===== src/rtl/velocidad_pkg.sv =====
// ---------------------------------------------------------------------------
// velocidad_pkg
// Shared definitions for the per-channel velocity estimator:
//   - velState_e  : controller state encoding
//   - FLAG_*      : bit positions inside vel_flags
//   - KMH_*       : fixed-point factor for m/s -> km/h (922/256 ~= 3.6)
//   - numWidth()  : numerator width wide enough for |dd| * CLK_HZ
// ---------------------------------------------------------------------------
package velocidad_pkg;

    typedef enum logic [2:0] {
        IDLE   = 3'd0,
        LOAD   = 3'd1,
        DIVIDE = 3'd2,
        SIGN   = 3'd3,
        HOLD   = 3'd4
    } velState_e;

    localparam int FLAG_STALE = 0;
    localparam int FLAG_SAT   = 1;

    localparam int KMH_MUL   = 922;
    localparam int KMH_SHIFT = 8;

    // |dd| never exceeds 2^dispW - 1 and clkHz <= 2^clog2(clkHz), so the
    // product always fits in dispW + clog2(clkHz) bits.
    function automatic int numWidth(input int dispW, input int clkHz);
        return dispW + $clog2(clkHz);
    endfunction

endpackage


===== src/rtl/div_restoring.sv =====
// ---------------------------------------------------------------------------
// div_restoring
// Unsigned restoring divider, one quotient bit per clock. A start pulse
// loads the operands; NUM_W cycles later done pulses for one cycle and
// quotient holds the result until the next start.
//
// Ports:
//   clock        in   sole clock, rising edge
//   reset_n      in   asynchronous active-low reset
//   start        in   load numerator/denominator and begin
//   numerator    in   NUM_W dividend
//   denominator  in   DEN_W divisor (caller guarantees non-zero)
//   done         out  one-cycle pulse when quotient is final
//   quotient     out  NUM_W result
// ---------------------------------------------------------------------------
module div_restoring #(
    parameter int NUM_W = 42,
    parameter int DEN_W = 25
) (
    input  logic             clock,
    input  logic             reset_n,
    input  logic             start,
    input  logic [NUM_W-1:0] numerator,
    input  logic [DEN_W-1:0] denominator,
    output logic             done,
    output logic [NUM_W-1:0] quotient
);

    localparam int CNT_W = $clog2(NUM_W + 1);

    logic [DEN_W-1:0] remReg;
    logic [DEN_W-1:0] denReg;
    logic [CNT_W-1:0] bitCnt;
    logic             busy;
    logic [DEN_W:0]   shifted;
    logic [DEN_W:0]   trial;
    logic             fits;

    // The quotient register doubles as the dividend shift register: its MSB
    // feeds the partial remainder while the new quotient bit enters at bit 0.
    // The remainder stays below the divisor, so one extra bit is enough to
    // detect the borrow of the trial subtraction.
    assign shifted = {remReg, quotient[NUM_W-1]};
    assign trial   = shifted - {1'b0, denReg};
    assign fits    = ~trial[DEN_W];

    always_ff @(posedge clock or negedge reset_n) begin
        if (!reset_n) begin
            remReg   <= '0;
            denReg   <= '0;
            quotient <= '0;
            bitCnt   <= '0;
            busy     <= 1'b0;
            done     <= 1'b0;
        end else begin
            done <= 1'b0;
            if (start) begin
                remReg   <= '0;
                denReg   <= denominator;
                quotient <= numerator;
                bitCnt   <= CNT_W'(NUM_W);
                busy     <= 1'b1;
            end else if (busy) begin
                remReg   <= fits ? trial[DEN_W-1:0] : shifted[DEN_W-1:0];
                quotient <= {quotient[NUM_W-2:0], fits};
                bitCnt   <= bitCnt - CNT_W'(1);
                if (bitCnt == CNT_W'(1)) begin
                    busy <= 1'b0;
                    done <= 1'b1;
                end
            end
        end
    end

endmodule


===== src/rtl/velocidad_canales.sv =====
// ---------------------------------------------------------------------------
// velocidad_canales
// Multi-channel velocity estimator. Each channel remembers its last absolute
// displacement and the ticks elapsed since then; a new sample produces
// velocity = (disp - lastDisp) * CLK_HZ / (elapsed + 1) in units per second.
// One division is in flight at a time; input is back-pressured meanwhile.
//
// Optional feature: define KMH_OUT_EN to add vel_kmh = sat((vel_value*922)>>>8).
//
// Ports:
//   clock          in   sole clock, rising edge
//   reset_n        in   asynchronous active-low reset
//   sample_valid   in   sample offered
//   sample_ready   out  sample accepted when valid && ready
//   sample_ch      in   channel index of the sample
//   sample_disp    in   absolute displacement (unsigned)
//   vel_valid      out  result available
//   vel_ready      in   result consumed when valid && ready
//   vel_ch         out  channel of the result
//   vel_value      out  signed velocity, saturated to VEL_W
//   vel_flags      out  bit0 stale (elapsed saturated), bit1 result clamped
//   vel_kmh        out  (KMH_OUT_EN only) velocity scaled by 3.6, saturated
//
// state  | meaning
// IDLE   | ready for samples; first samples of a channel are absorbed here
// LOAD   | form |dd|*CLK_HZ and start the divider, or report a stale result
// DIVIDE | restoring division, one quotient bit per cycle
// SIGN   | reapply sign of dd, clamp to VEL_W, register outputs
// HOLD   | outputs stable until vel_ready
// ---------------------------------------------------------------------------
module velocidad_canales
    import velocidad_pkg::*;
#(
    parameter  int CHANNELS = 4,
    parameter  int DISP_W   = 32,
    parameter  int TIME_W   = 24,
    parameter  int VEL_W    = 24,
    parameter  int CLK_HZ   = 100000000,
    localparam int CH_W     = (CHANNELS > 1) ? $clog2(CHANNELS) : 1
) (
    input  logic                    clock,
    input  logic                    reset_n,
    input  logic                    sample_valid,
    output logic                    sample_ready,
    input  logic [CH_W-1:0]         sample_ch,
    input  logic [DISP_W-1:0]       sample_disp,
    output logic                    vel_valid,
    input  logic                    vel_ready,
    output logic [CH_W-1:0]         vel_ch,
    output logic signed [VEL_W-1:0] vel_value,
    output logic [1:0]              vel_flags
`ifdef KMH_OUT_EN
    ,
    output logic signed [VEL_W-1:0] vel_kmh
`endif
);

    localparam int NUM_W = numWidth(DISP_W, CLK_HZ);
    localparam int DEN_W = TIME_W + 1;
    localparam int CMP_W = ((NUM_W > VEL_W) ? NUM_W : VEL_W) + 1;

    localparam logic [TIME_W-1:0]       ELAPSED_MAX = '1;
    localparam logic [CMP_W-1:0]        POS_LIM     = (CMP_W'(1) << (VEL_W - 1)) - CMP_W'(1);
    localparam logic [CMP_W-1:0]        NEG_LIM     = CMP_W'(1) << (VEL_W - 1);
    localparam logic signed [VEL_W-1:0] VEL_MAX     = {1'b0, {(VEL_W - 1){1'b1}}};
    localparam logic signed [VEL_W-1:0] VEL_MIN     = {1'b1, {(VEL_W - 1){1'b0}}};

    velState_e state;
    velState_e nextState;

    logic [DISP_W-1:0]   lastDisp [CHANNELS];
    logic [TIME_W-1:0]   elapsed  [CHANNELS];
    logic [CHANNELS-1:0] firstSeen;

    logic                accept;
    logic                chInRange;
    logic                doCompute;
    logic [TIME_W-1:0]   elapsedSel;
    logic signed [DISP_W:0] ddSample;
    logic [DISP_W-1:0]   absDdSample;

    logic [CH_W-1:0]     chReg;
    logic [DISP_W-1:0]   absDdReg;
    logic                ddNegReg;
    logic [DEN_W-1:0]    dtReg;
    logic                staleReg;

    logic                divStart;
    logic                divDone;
    logic [NUM_W-1:0]    numLoad;
    logic [NUM_W-1:0]    divQuotient;

    logic [CMP_W-1:0]    quoExt;
    logic signed [VEL_W-1:0] satValue;
    logic                satFlag;
    logic [1:0]          flagsStale;
    logic [1:0]          flagsSign;

    // Channel indices beyond CHANNELS-1 are accepted but ignored.
    assign chInRange   = (32'(sample_ch) < 32'(CHANNELS));
    assign accept      = sample_valid && sample_ready;
    assign doCompute   = accept && chInRange && firstSeen[sample_ch];
    assign elapsedSel  = elapsed[sample_ch];
    assign ddSample    = $signed({1'b0, sample_disp}) - $signed({1'b0, lastDisp[sample_ch]});
    assign absDdSample = ddSample[DISP_W] ? DISP_W'(-ddSample) : ddSample[DISP_W-1:0];

    always_ff @(posedge clock or negedge reset_n) begin
        if (!reset_n) begin
            for (int i = 0; i < CHANNELS; i++) begin
                lastDisp[i] <= '0;
                elapsed[i]  <= '0;
            end
            firstSeen <= '0;
            chReg     <= '0;
            absDdReg  <= '0;
            ddNegReg  <= 1'b0;
            dtReg     <= '0;
            staleReg  <= 1'b0;
        end else begin
            for (int i = 0; i < CHANNELS; i++) begin
                if (accept && chInRange && (sample_ch == CH_W'(i))) begin
                    lastDisp[i]  <= sample_disp;
                    firstSeen[i] <= 1'b1;
                    elapsed[i]   <= '0;
                end else if (elapsed[i] != ELAPSED_MAX) begin
                    elapsed[i] <= elapsed[i] + TIME_W'(1);
                end
            end
            if (doCompute) begin
                chReg    <= sample_ch;
                absDdReg <= absDdSample;
                ddNegReg <= ddSample[DISP_W];
                dtReg    <= DEN_W'(elapsedSel) + DEN_W'(1);
                staleReg <= (elapsedSel == ELAPSED_MAX);
            end
        end
    end

    always_ff @(posedge clock or negedge reset_n) begin
        if (!reset_n) begin
            state        <= IDLE;
            sample_ready <= 1'b0;
        end else begin
            state        <= nextState;
            sample_ready <= (nextState == IDLE);
        end
    end

    always_comb begin
        nextState = state;
        divStart  = 1'b0;
        unique case (state)
            IDLE:   if (doCompute) nextState = LOAD;
            LOAD: begin
                if (staleReg) begin
                    nextState = HOLD;
                end else begin
                    nextState = DIVIDE;
                    divStart  = 1'b1;
                end
            end
            DIVIDE: if (divDone) nextState = SIGN;
            SIGN:   nextState = HOLD;
            HOLD:   if (vel_ready) nextState = IDLE;
            default: nextState = IDLE;
        endcase
    end

    assign numLoad = NUM_W'(absDdReg) * NUM_W'(CLK_HZ);

    div_restoring #(
        .NUM_W (NUM_W),
        .DEN_W (DEN_W)
    ) uDiv (
        .clock       (clock),
        .reset_n     (reset_n),
        .start       (divStart),
        .numerator   (numLoad),
        .denominator (dtReg),
        .done        (divDone),
        .quotient    (divQuotient)
    );

    // Negative side allows one more magnitude step than the positive side.
    always_comb begin
        quoExt   = CMP_W'(divQuotient);
        satValue = '0;
        satFlag  = 1'b0;
        if (!ddNegReg) begin
            satValue = VEL_W'(divQuotient);
            if (quoExt > POS_LIM) begin
                satValue = VEL_MAX;
                satFlag  = 1'b1;
            end
        end else begin
            satValue = -VEL_W'(divQuotient);
            if (quoExt > NEG_LIM) begin
                satValue = VEL_MIN;
                satFlag  = 1'b1;
            end
        end
    end

    always_comb begin
        flagsStale             = '0;
        flagsStale[FLAG_STALE] = 1'b1;
        flagsSign              = '0;
        flagsSign[FLAG_SAT]    = satFlag;
    end

`ifdef KMH_OUT_EN
    localparam int KP_W = VEL_W + $clog2(KMH_MUL) + 1;
    localparam logic signed [KP_W-1:0] KMH_HI = KP_W'(VEL_MAX);
    localparam logic signed [KP_W-1:0] KMH_LO = KP_W'(VEL_MIN);

    logic signed [KP_W-1:0]  kmhProd;
    logic signed [KP_W-1:0]  kmhShift;
    logic signed [VEL_W-1:0] kmhSat;

    always_comb begin
        kmhProd  = KP_W'(satValue) * KP_W'(KMH_MUL);
        kmhShift = kmhProd >>> KMH_SHIFT;
        if (kmhShift > KMH_HI) begin
            kmhSat = VEL_MAX;
        end else if (kmhShift < KMH_LO) begin
            kmhSat = VEL_MIN;
        end else begin
            kmhSat = VEL_W'(kmhShift);
        end
    end
`endif

    always_ff @(posedge clock or negedge reset_n) begin
        if (!reset_n) begin
            vel_valid <= 1'b0;
            vel_ch    <= '0;
            vel_value <= '0;
            vel_flags <= '0;
`ifdef KMH_OUT_EN
            vel_kmh   <= '0;
`endif
        end else begin
            if (state == LOAD && staleReg) begin
                vel_valid <= 1'b1;
                vel_ch    <= chReg;
                vel_value <= '0;
                vel_flags <= flagsStale;
`ifdef KMH_OUT_EN
                vel_kmh   <= '0;
`endif
            end else if (state == SIGN) begin
                vel_valid <= 1'b1;
                vel_ch    <= chReg;
                vel_value <= satValue;
                vel_flags <= flagsSign;
`ifdef KMH_OUT_EN
                vel_kmh   <= kmhSat;
`endif
            end else if (state == HOLD && vel_ready) begin
                vel_valid <= 1'b0;
            end
        end
    end

endmodule


===== config.mk =====
export PLATFORM = sky130hd
export DESIGN_NAME = velocidad_canales
export DESIGN_NICKNAME = d
export VERILOG_FILES = /design/src/rtl/velocidad_pkg.sv /design/src/rtl/div_restoring.sv /design/src/rtl/velocidad_canales.sv
export SDC_FILE = /design/constraint.sdc
export NUM_CORES = 2
export LEC_CHECK = 0
export CAP_MARGIN = 20
export CORE_MARGIN = 2
export CORE_UTILIZATION = 42
export CTS_BUF_LIST = sky130_fd_sc_hd__clkbuf_4 sky130_fd_sc_hd__clkbuf_8 sky130_fd_sc_hd__clkbuf_16
export DETAILED_ROUTE_END_ITERATION = 10
export DONT_BUFFER_PORTS = 1
export PLACE_DENSITY = 0.54
export SKIP_LAST_GASP = 1
export SLEW_MARGIN = 0
export SYNTH_ARGS = -nofsm -noshare
export SYNTH_HDL_FRONTEND = slang
export SYNTH_SLANG_ARGS = --single-unit
export TNS_END_PERCENT = 30

===== constraint.sdc =====
create_clock -name clock -period 14.75 [get_ports clock]
set_clock_uncertainty 0.05 [all_clocks]
set_input_delay 1.475 -clock clock [delete_from_list [all_inputs] [get_ports clock]]
set_output_delay 1.475 -clock clock [all_outputs]
set_load 0.1 [all_outputs]

-- Yosys cells after proc, flatten, opt, wreduce, memory -nomap -nowiden
Index checks and enable logic that the tools add are counted.
- add/subtract/negate cells: 10
- multiply operators: 1
- magnitude comparators: 4
- eq/ne operators: 13
- bitwise operators: 2
- reductions and logical operators: 18
- multiplexer cells: 52
- operators by type and width (kind ; count):
    $mux W24 ; 15
    $mux W59 ; 2
    $add A24 B1 Y24 const B ; 4
    $mux W32 ; 3
    $ne A24 B24 Y1 const B ; 4
    $mux W25 ; 3
    $bmux W32 S2 ; 1
    $gt A59 B23 Y1 const B ; 1
    $gt A59 B24 Y1 const B ; 1
    $mul A32 B19 Y51 const B ; 1
    $bmux W24 S2 ; 1
    $sub A32 B32 Y33 ; 1
    $neg A32 Y32 ; 1
    $sub A26 B25 Y26 ; 1
    $add A24 B1 Y25 const B ; 1
    $eq A24 B24 Y1 const B ; 1
    $neg A24 Y24 ; 1
    $mux W1 ; 15
    $pmux W3 S5 ; 1
    $mux W3 ; 4
    $mux W6 ; 2
    $reduce_bool A2 Y1 ; 6
    $logic_and A1 B1 Y1 ; 8
    $mux W2 ; 4
    other kinds (15) ; 18
- flip-flop bits (word level): 439
- output and inout port bits: 30
- word-level logic and storage cells: 129
- bits of input ports: 38

-- Depth between registers and ports, before layout
- depth after elaboration: 7
- mapped depth: 24
- depth with buffers taken out: 24

-- Modules after synthesis
Synthesis repeated with hierarchy kept, for this count alone.
- cell total of the unflattened synthesis: 3874
- area total of the unflattened synthesis: 36907.9 µm²
- modules (own cells, without submodules) (module ; area each (µm²) ; instances ; sequential area each (µm²) ; cells an instance):
    velocidad_canales ; 29976.2 ; 1 ; 8057.7 ; 3114
    div_restoring ; 6931.6 ; 1 ; 2927.8 ; 760

-- Worst setup path after synthesis
OpenSTA, ideal clock, no wires.
- kind: input to register
- start point: in sample_ch[0]
- end point: reg absDdReg[26]
- stages: 20
- buffers on the path: 5
- setup slack: 7.914 ns
- arrival: 6.654 ns
- data required time: 14.569 ns
- library setup time: 0.131 ns
- cells stage by stage: buf_2 > buf_2 > buf_2 > clkbuf_1 > buf_1 > mux4_2 > ha_1 > inv_1 > fa_1 > a211oi_2 > o21ai_2 > a211o_1 > nand2_1 > xor2_1 > o2111ai_1 > nor4_4 > nand4b_1 > o41ai_1 > xor2_1 > o21ai_1
- cells in the longest elaborated chain, start to end: 7
- elaborated cells between the ends (all ways): 10
- those cells by class: 2 x add/sub; 6 x mux; 1 x bitwise; 1 x reduce/logical
- ends and longest elaborated chain (item ; line ; source):
    from (decl) ; velocidad_canales.sv:45 ; input logic [CH_W-1:0] sample_ch,
    $not A2 Y3 (not written as such) ; velocidad_canales.sv:104 ; assign ddSample = $signed({1'b0, sample_disp}) - $signed({1'b0, lastDisp[sample_ch]});
    $bmux W32 S2 ; velocidad_canales.sv:104 ;
    $mux W32 (not written as such) (2 in a row) ; velocidad_canales.sv:104 ;
    $sub A32 B32 Y33 ; velocidad_canales.sv:104 ;
    $neg A32 Y32 ; velocidad_canales.sv:105 ; assign absDdSample = ddSample[DISP_W] ? DISP_W'(-ddSample) : ddSample[DISP_W-1:0];
    $mux W32 ; velocidad_canales.sv:105 ;
    to (signal assigned) ; velocidad_canales.sv:131 ; absDdReg <= absDdSample;
    to (decl) ; velocidad_canales.sv:83 ; logic [DISP_W-1:0] absDdReg;
Several ways; a longest one is shown, not always the timed one. The select of a mux whose other input is x is not followed.
A chain may end at the register's enable or synchronous reset.

-- Worst setup path after layout
- start point: reg absDdReg[4]
- end point: reg uDiv.quotient[58]
- cells in the longest elaborated chain, start to end: 2
- ends and longest elaborated chain (item ; line ; source):
    $mul A32 B19 Y51 ; velocidad_canales.sv:169 ; assign numLoad = NUM_W'(absDdReg) * NUM_W'(CLK_HZ);
    $mux W59 ; div_restoring.sv:57 ; if (start) begin
    to (signal assigned) ; div_restoring.sv:60 ; quotient <= numerator;
    to (signal assigned) ; div_restoring.sv:65 ; quotient <= {quotient[NUM_W-2:0], fits};
    to (decl) ; div_restoring.sv:26 ; output logic [NUM_W-1:0] quotient
No other way between the ends.

==> reports/qor.txt <==
Bufs on Longest Clock Path: 3
crit path launch type: flop
cts bufs inserted: 52
DRT Wirelength: 86.55 mm
DR DRC count: 0
CTS hold repair buffers: 0
Synth area leader: dfrtp_1
share of the synthesized area in the top cell type: 30.51%
grt ovf: 0
die area: 88100 µm²
Register Area: 10990 µm²
drt pass-1 iters: 5
Post-DRT Antenna Nets: 0
Synth Instances: 3749
DP Cell Count: 4785
via count: 25250
asr flop ratio synth: 100.0%
Slew Limit Headroom: -73.49%
routability cong.: 0.8606
Hold WC Path Type: flop to flop
first-pass GRT wire length: 143.2 mm
CP Class: flop to flop
clock root buffer: clkbuf_16
r2r setup slk: 7540 ps
Die Wd: 296.8 µm
Synth Register Bits: 439
YS warnings: 0
RSZ-0062 raised after global routing: no
Layout Cells excl Fill: 4884
routed len/inst: 17.72 µm
commonest non-fill, non-tap cell in the layout: inv_1
HPWL Detailed: 65.36 mm
Starting Density: 42.36%
Synth cell types: 83
Fmax: 138.7 MHz
setup tns final: 0 ps
vias in the first global route: 25500
PortBufs: 0
dominant synthesized flop cell: dfrtp_1
Post-synth EDFFs: 0
Post-Syn Area per Cell: 9.605 µm²
largest net degree at the start of global routing: 440
num ports: 68
period utilization: 48.88%
mapped cell area: 36010 µm²
CP Data Required Time: 15190 ps
Slew Viols, Final: 360
Vias per Instance: 5.171
status: complete, but fails checks
CP Data Arrival Time: 7650 ps
Clock Pin Slew Worst Setup and Hold Paths: 60 ps
setup bufs post-CTS: 0
FILL cells: 8212
max cap viols: 0
initial antenna violation count: 1
CTS tree: built
Syn Nets: 4349
# H-tree levels: 2
register area share after synthesis: 30.51%
area of the multi-input gates: 22730 µm²
Die H: 296.8 µm
min Tclk post-route: 7209 ps
Worst-Margin Slew: 2602 ps
clock sinks: 439
Synth-to-Final Area Change: 8.450%
Fin. Hold Viols: 0
FP Rows: 107
Worst Path Max Fanout: 10
element type at the critical path end: flop
Tot GR Track Use: 20.03%
Synth area leaders: dfrtp_1, fa_1, ha_1
Final setup violation count: 0
DRT iter0 DRCs: 1347
failing checks: max-slew violations
worst-skew pair later-pin latency: 630 ps
share of post-route cells with drive strength above 1: 7.919%
Post-CTS Resized: 0
CORE AREA: 85010 µm²
commonest cells after routing, fill and taps aside: inv_1, nand2_1, dfrtp_1, ha_1, fa_1
Nets: 4295
path summary, 6_finish.rpt:
path                                    from           endpoint  depth (start not counted)
worst max-delay path             absDdReg[4]  uDiv.quotient[58]                         22
worst min-delay path            firstSeen[3]       firstSeen[3]                          1
worst max register to register   absDdReg[4]  uDiv.quotient[58]                         22
worst min register to register  firstSeen[3]       firstSeen[3]                          1
max in group asynchronous            reset_n        absDdReg[4]                          0
min in group asynchronous            reset_n       vel_value[9]                          0
layer usage:
metal	global-route usage, %	up-vias	part of all wire, %	routed length (µm)
met3	2.904	84	4.0	3437
met5	0	-	0	0
met2	31.17	330	45	38990
li1	-	12490	-	-
met4	3.723	0	1.6	1394
met1	29.84	12350	49	42730
cell usage after synthesis (9+ instances only):
library cell / count
inv_1: 490
nand2_1: 484
dfrtp_1: 439
ha_1: 294
fa_1: 268
o21ai_0: 239
nor2_1: 190
a21oi_1: 167
xor2_1: 120
xnor2_1: 114
clkbuf_1: 102
nand3_1: 82
mux2i_1: 80
mux2_2: 75
a21o_1: 72
mux4_2: 57
and3_1: 44
nor3_1: 43
nand4_1: 33
a31oi_1: 29
or3_1: 26
nor2b_1: 22
and2_1: 20
nor4_1: 18
o211ai_1: 18
o31ai_1: 16
nand2b_1: 14
a211oi_1: 13
buf_1: 13
o21ai_1: 13
o21bai_1: 13
o21a_1: 12
o22ai_1: 12
or2_2: 12
buf_2: 9
worst max-delay path, stage by stage (launching register included):
cell and delay (ps):
dfrtp_1 590, inv_1 170, fa_1 530, fa_1 490
inv_1 50, fa_1 500, fa_1 520, fa_1 560
inv_1 60, fa_1 530, inv_1 40, ha_1 380
a21o_1 200, o21bai_1 150, a221o_1 300, a21oi_1 180
o2111ai_1 150, nand3_1 180, o21ai_0 170, a221oi_1 590
o21ai_0 280, a211o_1 340, o211ai_1 80
through the flow:
step / utilization (%) / hold WS [ps] / area (µm²) / setup WS, ps
CTS: 45.93 / 415.4 / 39050 / 7546
global route: 45.93 / 435.0 / 39050 / 7094
floorplan: - / 378.7 / 36010 / 7914
detailed placement: 43.68 / 397.4 / 37130 / 7580
finish: 45.94 / 411.6 / 39050 / 7541
global placement: 43.68 / 397.5 / 37130 / 7631
cell families (layout without fill, tap and decap cells):
kind of cell	Yosys count	after routing	share of synthesized area, %
xor+xnor	235	235	5.737
other cells	0	2	0
fa+ha+maj	562	562	25.11
simple gates	1020	1020	12.87
compound gates	664	664	11.15
flops	439	439	30.51
buf+inv	617	606	6.480
mux	212	212	8.134
state kept, by name, indices dropped and copies added, names as in the netlist:
name,flops
lastDisp,128
elapsed,96
uDiv.quotient,59
absDdReg,32
dtReg,25
uDiv.denReg,25
uDiv.remReg,25
vel_value,24
uDiv.bitCnt,6
firstSeen,4
state,3
chReg,2
vel_ch,2
vel_flags,2
ddNegReg,1
sample_ready,1
staleReg,1
uDiv.busy,1
uDiv.done,1
vel_valid,1
area by class of cell:
type                    count  area share (%)
diodes                      2         0.01282
clock buffers              77           4.066
clock inverters            20          0.8362
inverters                 490           4.710
multi-input cells        2693           58.21
flip-flops and latches    439           28.14
well taps                1144           3.665
repair buffers             19          0.3652
Power is left out: the tool's default activity adds up to more than one toggle a clock period on the data nets, which glitch-free logic cannot reach.
